[src/rtl/uart_rx_pkg.sv]
// Shared types and sizing helpers for the UART receive front end.
package uart_rx_pkg;

    typedef enum logic [1:0] {IDLE, START, DATA, STOP} state_t;

    // Decision that is waiting for its centre+1 sample (majority-vote build).
    typedef enum logic [1:0] {PEND_NONE, PEND_START, PEND_DATA, PEND_STOP} pend_t;

    localparam int unsigned OVERSAMPLE_DEF = 16;
    localparam int unsigned DATA_BITS_DEF  = 8;

    function automatic int unsigned cnt_width(input int unsigned n);
        return (n < 2) ? 1 : $clog2(n);
    endfunction

endpackage

[src/rtl/uart_rx_sync.sv]
// Multi-flop synchroniser for the asynchronous serial line; flops reset to idle (high).
module uart_rx_sync #(
    parameter int unsigned SYNC_STAGES = 2
) (
    input  logic i_clk,
    input  logic i_rst_n,
    input  logic i_async,
    output logic o_sync
);

    logic [SYNC_STAGES-1:0] r_sync;

    always_ff @(posedge i_clk) begin
        if (!i_rst_n) begin
            r_sync <= '1;
        end else begin
            r_sync <= {r_sync[SYNC_STAGES-2:0], i_async};
        end
    end

    assign o_sync = r_sync[SYNC_STAGES-1];

endmodule

[src/rtl/uart_rx_sampler.sv]
// UART RX front end: start-bit qualification, data-bit centre sampling, stop-bit check.
// Build option UART_RX_MAJORITY_VOTE_EN: 2-of-3 vote around every bit centre.
module uart_rx_sampler
    import uart_rx_pkg::*;
#(
    parameter int unsigned OVERSAMPLE  = OVERSAMPLE_DEF,
    parameter int unsigned DATA_BITS   = DATA_BITS_DEF,
    parameter int unsigned SYNC_STAGES = 2
) (
    input  logic clk,
    input  logic rst_n,
    input  logic baud_tick,
    input  logic rx_in,
    output logic sample_en,
    output logic serial_out,
    output logic busy,
    output logic frame_done,
    output logic frame_err
);

    localparam int unsigned OS_W = cnt_width(OVERSAMPLE);
    localparam int unsigned BC_W = cnt_width(DATA_BITS + 1);
    localparam logic [OS_W-1:0] OS_LAST = OS_W'(OVERSAMPLE - 1);
    localparam logic [OS_W-1:0] OS_MID  = OS_W'(OVERSAMPLE / 2 - 1);
    localparam logic [BC_W-1:0] BC_LAST = BC_W'(DATA_BITS - 1);

    logic            w_rx;
    state_t          r_state,     w_state;
    logic            r_armed,     w_armed;
    logic [OS_W-1:0] r_os_cnt,    w_os_cnt;
    logic [BC_W-1:0] r_bit_cnt,   w_bit_cnt;
    logic            r_sample_en, w_sample_en;
    logic            r_serial,    w_serial;
    logic            r_busy,      w_busy;
    logic            r_done,      w_done;
    logic            r_err,       w_err;
`ifdef UART_RX_MAJORITY_VOTE_EN
    logic [1:0]      r_hist,      w_hist;
    pend_t           r_pend,      w_pend;
    logic            w_maj;
`endif

    uart_rx_sync #(
        .SYNC_STAGES(SYNC_STAGES)
    ) u_sync (
        .i_clk  (clk),
        .i_rst_n(rst_n),
        .i_async(rx_in),
        .o_sync (w_rx)
    );

`ifdef UART_RX_MAJORITY_VOTE_EN
    // r_hist holds rx from the two previous ticks: centre-1 and centre at a centre+1 tick.
    assign w_maj = (r_hist[1] & r_hist[0]) | (r_hist[1] & w_rx) | (r_hist[0] & w_rx);
`endif

    always_comb begin
        w_state     = r_state;
        w_armed     = r_armed;
        w_os_cnt    = r_os_cnt;
        w_bit_cnt   = r_bit_cnt;
        w_sample_en = 1'b0;
        w_serial    = r_serial;
        w_done      = 1'b0;
        w_err       = 1'b0;
`ifdef UART_RX_MAJORITY_VOTE_EN
        w_hist      = r_hist;
        w_pend      = r_pend;
`endif
        if (baud_tick) begin
`ifdef UART_RX_MAJORITY_VOTE_EN
            w_hist = {r_hist[0], w_rx};
            w_pend = PEND_NONE;
`endif
            unique case (r_state)
                IDLE: begin
                    if (r_armed && !w_rx) begin
                        w_state  = START;
                        w_os_cnt = '0;
                        w_armed  = 1'b0;
                    end else if (w_rx) begin
                        w_armed = 1'b1;
                    end
                end
                START: begin
                    if (r_os_cnt == OS_MID) begin
                        w_os_cnt = '0;
`ifdef UART_RX_MAJORITY_VOTE_EN
                        w_state   = DATA;
                        w_bit_cnt = '0;
                        w_pend    = PEND_START;
`else
                        if (!w_rx) begin
                            w_state   = DATA;
                            w_bit_cnt = '0;
                        end else begin
                            w_state = IDLE;
                            w_armed = 1'b1;
                        end
`endif
                    end else begin
                        w_os_cnt = r_os_cnt + 1'b1;
                    end
                end
                DATA: begin
                    if (r_os_cnt == OS_LAST) begin
                        w_os_cnt  = '0;
                        w_bit_cnt = r_bit_cnt + 1'b1;
                        if (r_bit_cnt == BC_LAST) begin
                            w_state = STOP;
                        end
`ifdef UART_RX_MAJORITY_VOTE_EN
                        w_pend = PEND_DATA;
`else
                        w_sample_en = 1'b1;
                        w_serial    = w_rx;
`endif
                    end else begin
                        w_os_cnt = r_os_cnt + 1'b1;
                    end
                end
                STOP: begin
                    if (r_os_cnt == OS_LAST) begin
                        w_os_cnt = '0;
`ifdef UART_RX_MAJORITY_VOTE_EN
                        w_pend = PEND_STOP;
`else
                        w_state = IDLE;
                        w_armed = w_rx;
                        w_done  = w_rx;
                        w_err   = !w_rx;
`endif
                    end else begin
                        w_os_cnt = r_os_cnt + 1'b1;
                    end
                end
                default: ;
            endcase
`ifdef UART_RX_MAJORITY_VOTE_EN
            // Counting above runs on the centre wrap as usual; the vote resolves one tick later.
            unique case (r_pend)
                PEND_START: begin
                    if (w_maj) begin
                        w_state  = IDLE;
                        w_os_cnt = '0;
                        w_armed  = 1'b1;
                        w_err    = 1'b1;
                    end
                end
                PEND_DATA: begin
                    w_sample_en = 1'b1;
                    w_serial    = w_maj;
                end
                PEND_STOP: begin
                    w_state  = IDLE;
                    w_os_cnt = '0;
                    w_armed  = w_maj;
                    w_done   = w_maj;
                    w_err    = !w_maj;
                end
                default: ;
            endcase
`endif
        end
        // Busy covers the final pulse cycle, dropping the cycle after it.
        w_busy = (w_state != IDLE) || w_done || w_err;
    end

    always_ff @(posedge clk) begin
        if (!rst_n) begin
            r_state     <= IDLE;
            r_armed     <= 1'b0;
            r_os_cnt    <= '0;
            r_bit_cnt   <= '0;
            r_sample_en <= 1'b0;
            r_serial    <= 1'b1;
            r_busy      <= 1'b0;
            r_done      <= 1'b0;
            r_err       <= 1'b0;
`ifdef UART_RX_MAJORITY_VOTE_EN
            r_hist      <= '1;
            r_pend      <= PEND_NONE;
`endif
        end else begin
            r_state     <= w_state;
            r_armed     <= w_armed;
            r_os_cnt    <= w_os_cnt;
            r_bit_cnt   <= w_bit_cnt;
            r_sample_en <= w_sample_en;
            r_serial    <= w_serial;
            r_busy      <= w_busy;
            r_done      <= w_done;
            r_err       <= w_err;
`ifdef UART_RX_MAJORITY_VOTE_EN
            r_hist      <= w_hist;
            r_pend      <= w_pend;
`endif
        end
    end

    assign sample_en  = r_sample_en;
    assign serial_out = r_serial;
    assign busy       = r_busy;
    assign frame_done = r_done;
    assign frame_err  = r_err;

endmodule

[config.mk]
export PLATFORM = sky130hd
export DESIGN_NAME = uart_rx_sampler
export DESIGN_NICKNAME = d
export VERILOG_FILES = /design/src/rtl/uart_rx_pkg.sv /design/src/rtl/uart_rx_sync.sv /design/src/rtl/uart_rx_sampler.sv
export SDC_FILE = /design/constraint.sdc
export NUM_CORES = 1
export LEC_CHECK = 0
export ABC_AREA = 1
export BUFFER_PORTS_ARGS = -buffer_cell sky130_fd_sc_hd__buf_2
export CORE_MARGIN = 2
export CORE_UTILIZATION = 45
export CTS_BUF_LIST = sky130_fd_sc_hd__clkbuf_8 sky130_fd_sc_hd__clkbuf_16
export DETAILED_ROUTE_END_ITERATION = 8
export MAX_ROUTING_LAYER = met4
export PLACE_DENSITY = 0.71
export SETUP_SLACK_MARGIN = 0.15
export SYNTH_ARGS = -nofsm -noshare
export SYNTH_HDL_FRONTEND = slang
export SYNTH_HIERARCHICAL = 1
export SYNTH_SLANG_ARGS = --single-unit
[constraint.sdc]
create_clock -name clk -period 2.86 [get_ports clk]
set_input_delay 0.572 -clock clk [delete_from_list [all_inputs] [get_ports clk]]
set_output_delay 0.572 -clock clk [all_outputs]
set_load 0.05 [all_outputs]
Yosys cells after proc, flatten, opt, wreduce, memory -nomap -nowiden
Cells that the tools add are included.
{"block": "word_totals", "elab_cells": 65, "in_bits": 4, "out_inout_bits": 5, "ff_bits": 18}
{"block": "op_classes", "eq_ne": 11, "addsub": 2, "n_reduce_logical": 14, "n_mux": 28}
{"operator": "$mux 4", "count": 6}
{"operator": "$mux 2", "count": 7}
{"operator": "$pmux 4 s3", "count": 1}
{"operator": "$mux 1", "count": 11}
{"operator": "$ne 2x2->1 const B", "count": 5}
{"operator": "$add 4x1->4 const B", "count": 2}
{"operator": "$eq 4x3->1 const B", "count": 2}
{"operator": "$pmux 2 s4", "count": 1}
{"operator": "$pmux 4 s2", "count": 1}
{"operator": "$reduce_and 3->1", "count": 2}
{"operator": "$reduce_and 5->1", "count": 1}
{"operator": "$eq 2x2->1 const B", "count": 2}
{"operator": "$eq 4x4->1 const B", "count": 1}
{"operator": "$reduce_and 4->1", "count": 1}
{"operator": "$reduce_bool 2->1", "count": 2}
{"operator": "$pmux 1 s3", "count": 1}
{"operator": "$reduce_bool 3->1", "count": 1}
{"operator": "$eq 2x1->1 const B", "count": 1}
{"operator": "$logic_not 2->1", "count": 1}
{"operator": "$logic_or 1x1->1", "count": 2}
{"operator": "$reduce_and 2->1", "count": 1}
{"operator": "$reduce_or 2->1", "count": 1}
{"operator": "$logic_and 1x1->1", "count": 1}
{"operator": "$logic_not 1->1", "count": 1}

Depth between registers and ports, before layout
{"block": "depth", "depth_word": 8, "mapped_depth": 9}

By module
Netlist, hierarchy kept.
{"mod": "uart_rx_sampler", "area_each_um2": 803.3, "n_inst": 1, "cells_per_inst": 113}
{"mod": "uart_rx_sync", "area_each_um2": 55.1, "n_inst": 1, "cells_per_inst": 6}

Least setup slack after synthesis
Ideal clock, no wire load.
{"block": "synth_path", "kind": "register -> register", "from": "reg r_os_cnt[0]", "to": "reg r_bit_cnt[2]", "required_ns": 2.745, "slack_ns": 1.530, "n_path_buf": 0, "path_stages_with_launch": 9, "arrival_time_ns": 1.215, "synth_period_minus_slack_ns": 1.330, "setup_time_ns": 0.115, "path_cell_list": "dfxtp_1 ha_1 nand2_1 nor2_1 nand3_2 nand2_4 nand3_1 nand2_1 nor2_1"}
{"block": "synth_between", "elab_chain_cells": 3, "word_cells_on_any_way": 5, "classes_between": "4 x eq/ne; 1 x reduce/logical"}
{"item": "from (decl)", "line_no": "uart_rx_sampler.sv:30", "rtl": "logic [OS_W-1:0] r_os_cnt, w_os_cnt;"}
{"item": "from (signal assigned)", "line_no": "uart_rx_sampler.sv:187", "rtl": "r_os_cnt <= w_os_cnt;"}
{"item": "$eq 4x4->1 or $eq 4x3->1 (tied branches)", "line_no": "uart_rx_sampler.sv:106, uart_rx_sampler.sv:86"}
{"item": "$ne 2x2->1 (no source line)"}
{"item": "$reduce_and 5->1 (no source line) (*)"}
{"item": "to (signal assigned)", "line_no": "uart_rx_sampler.sv:188", "rtl": "r_bit_cnt <= w_bit_cnt;"}
{"item": "to (decl)", "line_no": "uart_rx_sampler.sv:31", "rtl": "logic [BC_W-1:0] r_bit_cnt, w_bit_cnt;"}
Every way passes the cells marked *; elsewhere a longest branch is shown, timed or not.
A chain may end at the register's enable or synchronous reset.

Final worst setup path
{"block": "layout_path", "from": "reg r_os_cnt[0]", "to": "reg r_bit_cnt[3]"}
Same word-level chain as after synthesis.

==> metrics.md <==
| Metric | Value |
|---|---|
| Die Area | 2273 um2 |
| P per Cell Area | 489.0 nW/um2 |
| Yosys cell types | 21 |
| DR WL/cell | 10.71 um |
| Reg-to-reg startpoint | r_os_cnt[0] |
| Flops & latches, synth | 18 |
| Area of the multi-input gates | 430.4 um2 |
| Die Width | 47.68 um |
| Clock latency on the worst-skew pair | 0.25 ns |
| Layout cells sized above 1 | 18.46% |
| Global-route wire length before repair | 2898 um |
| Placer Congestion | 0.8936 |
| Worst hold endpoint | u_sync/r_sync[1] |
| Tot GR Track Use | 18.91% |
| Initial antenna violation count | 0 |
| Clock root cell | clkbuf_8 |
| DR vias | 752 |
| Hold_ws | 0.4154 ns |
| Vias in the first global route | 710 |
| RSZ-0062 raised after global routing | no |
| Total Neg Setup Slack | 0 ns |
| Fin crit period | 1.515 ns |
| GRT overflow | 0 |
| Core box area | 1764 um2 |
| Max_slew headroom | 82.80% |
| Final slew viol count | 0 |
| Critical path origin | r_os_cnt[0] |
| Max_cap viols | 0 |
| Least-Margin Pin Slew | 0.2578 ns |
| Vias per inst | 4.852 |
| CTS hold repair buffers | 0 |
| Post-CTS setup buffer count | 0 |
| Status | finished clean |
| Reg area | 360.3 um2 |
| Register-to-Register Path Depth | 8 |
| Highest clock rate | 660.2 MHz |
| Residual DRC count | 0 |
| Drt initial violations | 12 |
| Starting Density | 48.65% |
| Final core occ | 55.60% |
| CP startpoint kind | register |
| Hold crit path type | register to register |
| Syn Inst Count | 119 |
| Crit. End Element | register |
| Row cnt | 15 |
| Clock sink count | 18 |
| PortBufs | 8 |
| Ports | 9 |
| Area growth from synthesis to layout | 14.29% |
| Final Power | 0.4797 mW |
| Peak fanout along the critical path | 6 |
| Hold Crit Start | u_sync/r_sync[0] |
| Final Cycle Share | 52.96% |
| Initial DRT Pass Iterations | 4 |
| Worst Path Class, Setup | register to register |
| RR Endpoint | r_bit_cnt[3] |
| Cell Area, Synth | 858.3 um2 |
| Clock-pin transition on the worst setup and hold timing paths | 0.06 ns |
| Hold Vio Cnt, Final | 0 |
| Post-Layout Cell Count | 155 |
| Final setup fails | 0 |
| Clock Skew | 0.002000 ns |
| Register area share after synthesis | 41.98% |
| Max clock buf depth | 2 |
| Dpl cells | 151 |
| ANT nets after route | 0 |
| Worst EP arrival | 1.66 ns |
| Pin count of the biggest net entering global routing | 11 |
| Inserted Diodes | 0 |
| Ys Warns | 6 |
| DIE HEIGHT | 47.68 um |
| Dpl hpwl | 1277 um |
| Hold depth | 2 |
| Fillers | 177 |
| Syn_area_per_cell | 7.213 um2 |
| Leakage | 0.4572 nW |
| Syn_nets | 125 |
| Num CTS Buffers | 3 |
| Flop2flop setup slack | 1.35 ns |
| Layout net count | 137 |
| WP data required | 3.01 ns |
| CTS tree | done |
| CTS resizes | 0 |
| Maximum resistive drop on vdd | 335.1 uV |
| Htree depth | 1 |
| Final WL | 1660 um |
cells in the mapped netlist (all sizes together):
| cell | number | share of area [%] |
|---|---|---|
| dfxtp | 18 | 42 |
| nand3 | 12 | 8.2 |
| a21oi | 8 | 6.0 |
| nand2 | 36 | 18 |
| o22ai | 1 | 0.73 |
| inv | 17 | 7.4 |
| a211oi | 1 | 0.87 |
| xor2 | 1 | 1.0 |
| o21ai | 3 | 1.7 |
| nor3 | 1 | 0.58 |
| ha | 2 | 2.9 |
| clkbuf | 1 | 0.44 |
| nand4 | 1 | 0.73 |
| nor2 | 16 | 8.5 |
| o211ai | 1 | 0.87 |
area by class of cell:
class	instances	area share, %
multi-input combinational	83	43.88
timing repair buffer	8	4.082
tap	25	3.189
inverter	17	6.505
sequential	18	36.73
clock buffer	4	5.612
kinds of logic after synthesis:
family / after synthesis / synth area share (%)
XOR/XNOR: 1 / 1.021
AO/OA/AOI/OAI: 14 / 10.20
buffers and inverters: 18 / 7.871
AND/OR/NAND/NOR: 66 / 36.01
flip-flops: 18 / 41.98
adder cells (fa/ha/maj): 2 / 2.915
cell usage in the layout (no fill, tap or decap), drive strengths merged, types with 2 or more instances in the layout:
| master | Yosys | layout |
|---|---|---|
| buf | 0 | 8 |
| inv | 17 | 17 |
| nand2 | 36 | 36 |
| nand3 | 12 | 12 |
| nor2 | 16 | 16 |
| o21ai | 3 | 3 |
| a21oi | 8 | 8 |
| clkbuf | 1 | 4 |
| dfxtp | 18 | 18 |
| ha | 2 | 2 |
worst max-delay path, stage by stage (launching register included):
cell,delay [ns]
dfxtp_1,0.37
ha_1,0.23
nand2_1,0.08
nor2_1,0.22
nand3_2,0.20
nand2_4,0.15
nand3_1,0.07
nand2_1,0.06
nor2_1,0.03
stage by stage:
stage / setup slack (ns) / cell area, um2
floorplan: 1.530 / 858.3
global route: 1.134 / 980.9
finish: 1.345 / 980.9
CTS: 1.338 / 980.9
detailed placement: 1.361 / 925.9
global placement: 1.393 / 925.9
registers in the layout (all words and copies together) (netlist names):
signal	count
r_bit_cnt	4
r_os_cnt	4
r_state	2
u_sync/r_sync	2
busy	1
frame_done	1
frame_err	1
r_armed	1
sample_en	1
serial_out	1
power by group:
| group | internal (mW) | switching, mW | total, mW |
|---|---|---|---|
| logic | 0.00650 | 0.0158 | 0.0223 |
| registers | 0.254 | 0.00200 | 0.256 |
| clock network | 0.122 | 0.0791 | 0.201 |
per-layer routing:
metal,wire length (um),part of all wire (%),vias to the layer above,GRT usage [%]
met5,0,0,-,-
met4,27,1.6,0,8.108
met3,29,1.7,5,3.396
met2,823,50,9,31.62
met1,780,47,342,22.17
li1,-,-,396,-
worst max-delay path by stage:
| stage | to | slack (ns) | cells past startpoint |
|---|---|---|---|
| final | r_bit_cnt[3] | 1.35 | 8 |
| after global routing | r_bit_cnt[3] | 1.13 | 8 |
| after CTS | r_bit_cnt[2] | 1.34 | 8 |
| after detailed placement | r_bit_cnt[2] | 1.36 | 8 |
| after global placement | r_bit_cnt[3] | 1.39 | 8 |
| after floorplan | r_bit_cnt[2] | 1.53 | 8 |
Power figures use the tool's default switching activity.
